===== src/rtl/tcu_kstep_sequencer.sv =====
// K-step sequencer for the TCU fused dot-product unit: streams operand beats and carries the FEDP result
// back as the next addend. Define TCU_KSTEP_PERF_EN to add the perf_steps/perf_stalls counters.
module tcu_kstep_sequencer #(
  parameter int N       = 4,
  parameter int LATENCY = 4,
  parameter int STEPW   = 4,
  parameter int XLEN    = 32
) (
  input  logic                clk,
  input  logic                reset,
  input  logic                req_valid,
  output logic                req_ready,
  input  logic [3:0]          req_fmt_s,
  input  logic [3:0]          req_fmt_d,
  input  logic [STEPW-1:0]    req_steps,
  input  logic [XLEN-1:0]     req_c,
  input  logic                beat_valid,
  output logic                beat_ready,
  input  logic [N*XLEN-1:0]   beat_a,
  input  logic [N*XLEN-1:0]   beat_b,
  output logic                fedp_enable,
  output logic [3:0]          fedp_fmt_s,
  output logic [3:0]          fedp_fmt_d,
  output logic [N*XLEN-1:0]   fedp_a_row,
  output logic [N*XLEN-1:0]   fedp_b_col,
  output logic [XLEN-1:0]     fedp_c_val,
  input  logic [XLEN-1:0]     fedp_d_val,
  output logic                rsp_valid,
  input  logic                rsp_ready,
  output logic [XLEN-1:0]     rsp_d
`ifdef TCU_KSTEP_PERF_EN
  ,
  output logic [31:0]         perf_steps,
  output logic [31:0]         perf_stalls
`endif
);

  localparam int WAITW = (LATENCY > 0) ? $clog2(LATENCY + 1) : 1;

  typedef enum logic [1:0] {
    S_IDLE  = 2'd0,
    S_ISSUE = 2'd1,
    S_WAIT  = 2'd2,
    S_DONE  = 2'd3
  } state_e;

  state_e           state_q;
  logic [XLEN-1:0]  acc_q;
  logic [STEPW-1:0] steps_q;
  logic [WAITW-1:0] wait_q;
  logic [3:0]       fmt_s_q;
  logic [3:0]       fmt_d_q;
  logic             capture_s;

  // The cycle in which the FEDP result for the current step is valid and gets folded into acc.
  assign capture_s = (LATENCY == 0) ? ((state_q == S_ISSUE) && beat_valid)
                                    : ((state_q == S_WAIT) && (wait_q == WAITW'(1)));

  // Job sequencing FSM: request latch, beat issue, latency wait, response hold.
  always_ff @(posedge clk or posedge reset) begin
    if (reset) begin
      state_q <= S_IDLE;
      acc_q   <= '0;
      steps_q <= '0;
      wait_q  <= '0;
      fmt_s_q <= 4'd0;
      fmt_d_q <= 4'd0;
    end else begin
      case (state_q)
        S_IDLE: begin
          if (req_valid) begin
            fmt_s_q <= req_fmt_s;
            fmt_d_q <= req_fmt_d;
            steps_q <= req_steps;
            acc_q   <= req_c;
            state_q <= (req_steps == '0) ? S_DONE : S_ISSUE;
          end
        end
        S_ISSUE: begin
          if (beat_valid) begin
            if (LATENCY == 0) begin
              acc_q   <= fedp_d_val;
              steps_q <= steps_q - STEPW'(1);
              state_q <= (steps_q == STEPW'(1)) ? S_DONE : S_ISSUE;
            end else begin
              wait_q  <= WAITW'(LATENCY);
              state_q <= S_WAIT;
            end
          end
        end
        S_WAIT: begin
          wait_q <= wait_q - WAITW'(1);
          if (capture_s) begin
            acc_q   <= fedp_d_val;
            steps_q <= steps_q - STEPW'(1);
            state_q <= (steps_q == STEPW'(1)) ? S_DONE : S_ISSUE;
          end
        end
        S_DONE: begin
          if (rsp_ready) begin
            state_q <= S_IDLE;
          end
        end
        default: state_q <= S_IDLE;
      endcase
    end
  end

  // Enable stays high from the issue cycle until the cycle before the result is captured.
  assign fedp_enable = ((state_q == S_ISSUE) && beat_valid) ||
                       ((state_q == S_WAIT) && (wait_q > WAITW'(1)));

  assign req_ready  = (state_q == S_IDLE);
  assign beat_ready = (state_q == S_ISSUE);
  assign rsp_valid  = (state_q == S_DONE);
  assign rsp_d      = acc_q;
  assign fedp_c_val = acc_q;
  assign fedp_fmt_s = fmt_s_q;
  assign fedp_fmt_d = fmt_d_q;
  assign fedp_a_row = beat_a;
  assign fedp_b_col = beat_b;

`ifdef TCU_KSTEP_PERF_EN
  logic [31:0] perf_steps_q;
  logic [31:0] perf_stalls_q;
  logic        stall_s;

  assign stall_s = (state_q == S_ISSUE) && !beat_valid;

  // Free-running event counters, wrapping naturally at 2^32.
  always_ff @(posedge clk or posedge reset) begin
    if (reset) begin
      perf_steps_q  <= 32'd0;
      perf_stalls_q <= 32'd0;
    end else begin
      if (capture_s) begin
        perf_steps_q <= perf_steps_q + 32'd1;
      end
      if (stall_s) begin
        perf_stalls_q <= perf_stalls_q + 32'd1;
      end
    end
  end

  assign perf_steps  = perf_steps_q;
  assign perf_stalls = perf_stalls_q;
`endif

endmodule


===== config.mk =====
export PLATFORM = sky130hd
export DESIGN_NAME = tcu_kstep_sequencer
export DESIGN_NICKNAME = d
export VERILOG_FILES = /design/src/rtl/tcu_kstep_sequencer.sv
export SDC_FILE = /design/constraint.sdc
export NUM_CORES = 1
export LEC_CHECK = 0
export BUFFER_PORTS_ARGS = -buffer_cell sky130_fd_sc_hd__buf_4
export CAP_MARGIN = 20
export CORE_AREA = 4 4 261 263
export CTS_CLUSTER_SIZE = 24
export DETAILED_ROUTE_END_ITERATION = 12
export DIE_AREA = 0 0 265 267
export GPL_ROUTABILITY_DRIVEN = 0
export GPL_TIMING_DRIVEN = 0
export PLACE_DENSITY = 0.3
export SLEW_MARGIN = 30
export SYNTH_ARGS = -nofsm -noshare
export SYNTH_HDL_FRONTEND = slang
export SYNTH_SLANG_ARGS = --single-unit

===== constraint.sdc =====
create_clock -name clk -period 1.7 [get_ports clk]
set_clock_uncertainty 0.15 [all_clocks]
set_input_delay 0 -clock clk [delete_from_list [all_inputs] [get_ports clk]]
set_output_delay 0 -clock clk [all_outputs]
set_load 0.01 [all_outputs]

# Yosys cells after proc, flatten, opt, wreduce, memory -nomap -nowiden
# Cells that the tools add are included.
# classes
add_sub_neg	2
mul	0
n_div	0
order_cmp	1
eq_ne	9
shift	0
muxes	15
bitwise_logic	0
n_reduce_logical	12
# op_table
op	count
two-way mux 32 bit	2
case mux 32 bit (2 select lines)	1
two-way mux 2 bit	6
two-way mux 4 bit	2
case mux 2 bit (4 select lines)	1
case mux 4 bit (2 select lines)	1
inequality test 2 bit, second input constant	3
case mux 3 bit (2 select lines)	1
equality test 2 bit, second input constant	2
equality test 4 x 1 -> 1 bit, second input constant	1
zero test 4 bit	1
AND reduction 2 bit	2
AND reduction 4 bit	1
nonzero test 2 bit	2
subtractor 4 x 1 -> 4 bit, second input constant	1
equality test 3 x 1 -> 1 bit, second input constant	1
greater-than comparator 3 x 1 -> 1 bit, second input constant	1
logical AND 1 bit	3
two-way mux 3 bit	1
AND reduction 3 bit	1
subtractor 3 x 1 -> 3 bit, second input constant	1
equality test 2 x 1 -> 1 bit, second input constant	1
zero test 2 bit	1
inequality test 2 x 1 -> 1 bit, second input constant	1
logical OR 1 bit	1
# word_totals
register_bits	49
latch_bits	0
mem_bits_rw	0
rom_bits	0
in_bits	337
output_inout_bits	332
elab_cells	45
mem_count	0

# Depth between registers and ports, before layout
# logic_depth
depth_word	4
mapped_depth	8

# Least setup slack after synthesis
# No wires, ideal clock.
# synth_timing
path_kind	reg-to-reg
startpoint	register wait_q[1]
endpoint	register acc_q[1], in the netlist fedp_c_val[1]
t_arrival_ps	1495
path_slack_ps	-70
stages_incl_launch_ff	9
n_path_buf	3
period_less_slack_ps	1770
cell_sequence	dfrtp_1 > inv_1 > ha_1 > nor4bb_2 > buf_6 > or2_1 > buf_6 > buf_6 > a21oi_1
# synth_via
elab_chain_cells	4
# synth_rtl
element	line	rtl
start: declaration	50	logic [WAITW-1:0] wait_q;
start signal: assignment	86	wait_q <= WAITW'(LATENCY);
start signal: assignment	92	wait_q <= wait_q - WAITW'(1);
equality test 3 x 1 -> 1 bit	57	: ((state_q == S_WAIT) && (wait_q == WAITW'(1)));
logical AND 1 bit	57	
inequality test 2 bit (no source line)	-	
AND reduction 3 bit (no source line)	-	
end signal: assignment	75	acc_q <= req_c;
end signal: assignment	82	acc_q <= fedp_d_val;
end signal: assignment	94	acc_q <= fedp_d_val;
end: declaration	48	logic [XLEN-1:0] acc_q;
# Every way passes these cells.
# A chain may end at the register's enable or synchronous reset.

# Final worst setup path
# layout_timing
startpoint	register wait_q[0]
endpoint	register acc_q[31], in the netlist fedp_c_val[31]
# Same word-level chain as after synthesis.

==> results.json <==
{
  "outcome": "finished, violations left",
  "violations": "negative setup slack",
  "worstHoldStart": "beat_b[43]",
  "rsz0062_at_grt": "true",
  "post-route-min-period_ns": 1.79,
  "mostFrequentLayoutCells": "buf_4 (715), dlygate4sd3_1 (80), dfrtp_1 (46), nor3_1 (33), mux2i_1 (29)",
  "maxCapViolCount": 0,
  "synthArstFlopShare_pct": 100,
  "io_pins": 669,
  "dp_hpwl_um": 22000,
  "endpoint_kind": "flop",
  "finalWorstSetupSlack_ns": -0.0928,
  "crit_start": "wait_q[0]$_DFFE_PP0P_",
  "slowest_stage": "dfrtp_2",
  "synth_top_flop_cell": "dfrtp_1",
  "netlist_area_um2": 4700,
  "cts_htree_levels": 2,
  "start_util_pct": 7.16,
  "final_nets": 1381,
  "crit_required_ns": 1.80,
  "design.die.area_um2": 70800,
  "worstSetupPathType": "reg -> reg",
  "chipWidth_um": 265,
  "cp_cell_sequence": "ha_4 > nor4bb_4 > buf_6 > or2_4 > buf_12 > buf_12 > a21oi_1",
  "cts_buffers": 5,
  "crit_buf_inv": 3,
  "power_density_nw_per_um2": 1070,
  "crit_arrival_ns": 1.89,
  "setup_viol": 36,
  "min_path_type": "in -> out",
  "antennaDiodeCount": 0,
  "r2r-start": "wait_q[0]$_DFFE_PP0P_",
  "leakage_nw": 5.03,
  "grt_antenna_before_repair": 0,
  "route.vias.total": 5144,
  "grt_max_degree": 26,
  "final_common_cell": "buf_4",
  "drtIter0Drc": 82,
  "multiInputGateArea_um2": 1320,
  "fmax_mhz": 558,
  "grt_pass1_vias": 5494,
  "worstPathMaxFanout": 10,
  "ys_warn_count": 0,
  "synth_area_per_cell_um2": 8.95,
  "rows": 94,
  "finalHoldViolCount": 0,
  "worstMarginPinSlew_ns": 0.396,
  "grt-ovfl-total": 0,
  "stdcell_area_um2": 10300,
  "peakVddDrop_uv": 460,
  "period_share_pct": 105,
  "crit_family": "buffers and inverters",
  "drc": 0,
  "cts.path.max_buffers": 2,
  "drt_pass1_iterations": 4,
  "die_h_um": 267,
  "synth_edf_count": 0,
  "syn_to_final_growth_pct": 119,
  "drive_above_1_share_pct": 77.0,
  "relSlewSlack_pct": 73.6,
  "grt_pass1_wl_um": 34700,
  "tritoncts": "built",
  "yosysUniqueCellTypes": 38,
  "ys_ff_latch": 49,
  "placed_area_um2": 8910,
  "cp-start-kind": "flop",
  "portBuffers": 412,
  "seqCellArea_um2": 1230,
  "drv_slew": 0,
  "path_clk_slew_ns": 0.08,
  "syn_inst": 525,
  "detail_route.vias_per_cell": 2.70,
  "root_buffer": "clkbuf_16",
  "yosysSeqAreaShare_pct": 26.1,
  "critical_path.max_stage_delay_ns": 0.43,
  "wl_per_cell_um": 13.5,
  "clock_latency_ns": 0.32,
  "nFillCells": 7516,
  "syn_nets": 866,
  "core_um2": 65600,
  "ant_nets": 0,
  "grt_use_total_pct": 6.47,
  "crit_path_frequent_cell": "buf_12",
  "finalWirelength_um": 25700,
  "cts.sinks": 49,
  "p_total_mw": 10.9
}
[cell families after synthesis]
kind of cell,count (synthesis),share of synthesized area [%]
buffers and inverters,316,49.5
and+or+nand+nor,58,7.22
adders and majority gates,4,1.07
DFF,49,26.1
muxes,43,9.37
AOI/OAI and AO/OA,55,6.71
[synth_stat cells, types with 4 or more instances]
| master | count | area [µm²] |
|---|---|---|
| buf_4 | 292 | 2190 |
| dfrtp_1 | 49 | 1230 |
| a21oi_1 | 38 | 190 |
| mux2i_1 | 35 | 350 |
| nor3_1 | 33 | 165 |
| inv_1 | 8 | 30.0 |
| mux2_2 | 8 | 90.1 |
| buf_2 | 6 | 30.0 |
| buf_6 | 5 | 56.3 |
| clkbuf_1 | 5 | 18.8 |
| nor2_1 | 5 | 18.8 |
| ha_1 | 4 | 50.1 |
| o21ai_0 | 4 | 20.0 |
[routing by layer]
layer  track usage [%]  part of all wire (%)  vias up  wire length, µm
li1                  -                     -     2463                -
met1              7.49                    37     2376             9580
met2              12.0                    54      294            13900
met3              1.73                   7.6       11             1960
met4              1.36                  0.87        0              223
met5                 0                     0        -                0
[layout make-up]
type | instances | area share [%]
clock inverters | 2 | 0.341
multi-input cells | 160 | 12.8
plain buffers | 305 | 23.1
inverters | 8 | 0.317
flip-flops and latches | 49 | 12.0
clock buffers | 5 | 1.22
repair buffers | 511 | 39.7
well taps | 864 | 10.5
[state kept, by name, indices dropped and copies added, names as in the netlist]
register / count
wait_q: 3
steps_q: 4
state_q: 2
fedp_fmt_s: 4
fedp_fmt_d: 4
fedp_c_val: 32
[per-stage QoR]
stage	utilization [%]	setup WS, ns	hold WS (ns)	setup TNS [ns]	instances
2_1_floorplan	-	0.00813	-0.0582	0	525
3_3_place_gp	13.5	-0.935	0.0283	-73.59	1801
3_5_place_dp	13.6	-0.697	-0.126	-18.53	1802
4_1_cts	15.6	-0.119	0.0272	-3.48	1903
5_1_grt	15.7	-0.169	0.0290	-5.52	1904
6_report	15.7	-0.0928	0.0264	-2.64	1904
[where the power goes]
group | switching [mW] | total, mW | internal, mW
Sequential | 0.571 | 2.33 | 1.76
Combinational | 3.19 | 7.38 | 4.19
Clock | 0.547 | 1.23 | 0.688
[path summary, 6_finish.rpt]
kind                            slack [ns]  cells past startpoint                          to
worst max-delay path                 -0.09                      7  fedp_c_val[31]$_DFFE_PP0P_
worst min-delay path                  0.03                      2              fedp_b_col[43]
min in group asynchronous             0.08                      3   fedp_fmt_s[0]$_DFFE_PP0P_
worst min register to register        0.36                      1   fedp_fmt_d[3]$_DFFE_PP0P_
worst max register to register       -0.09                      7  fedp_c_val[31]$_DFFE_PP0P_
max in group asynchronous             0.81                      4  fedp_c_val[18]$_DFFE_PP0P_
[repair_timing]
item | in CTS | in global routing
pin swaps | 2 | 2
buffers inserted | 15 | 3
endpoints found under the hold margin | 98 | 0
gates resized for setup | 61 | 12
hold buffers | 80 | 0
endpoints found under the setup margin | 51 | 44
cloned | 0 | 0
No activity file was read; power rests on OpenSTA's default activity.
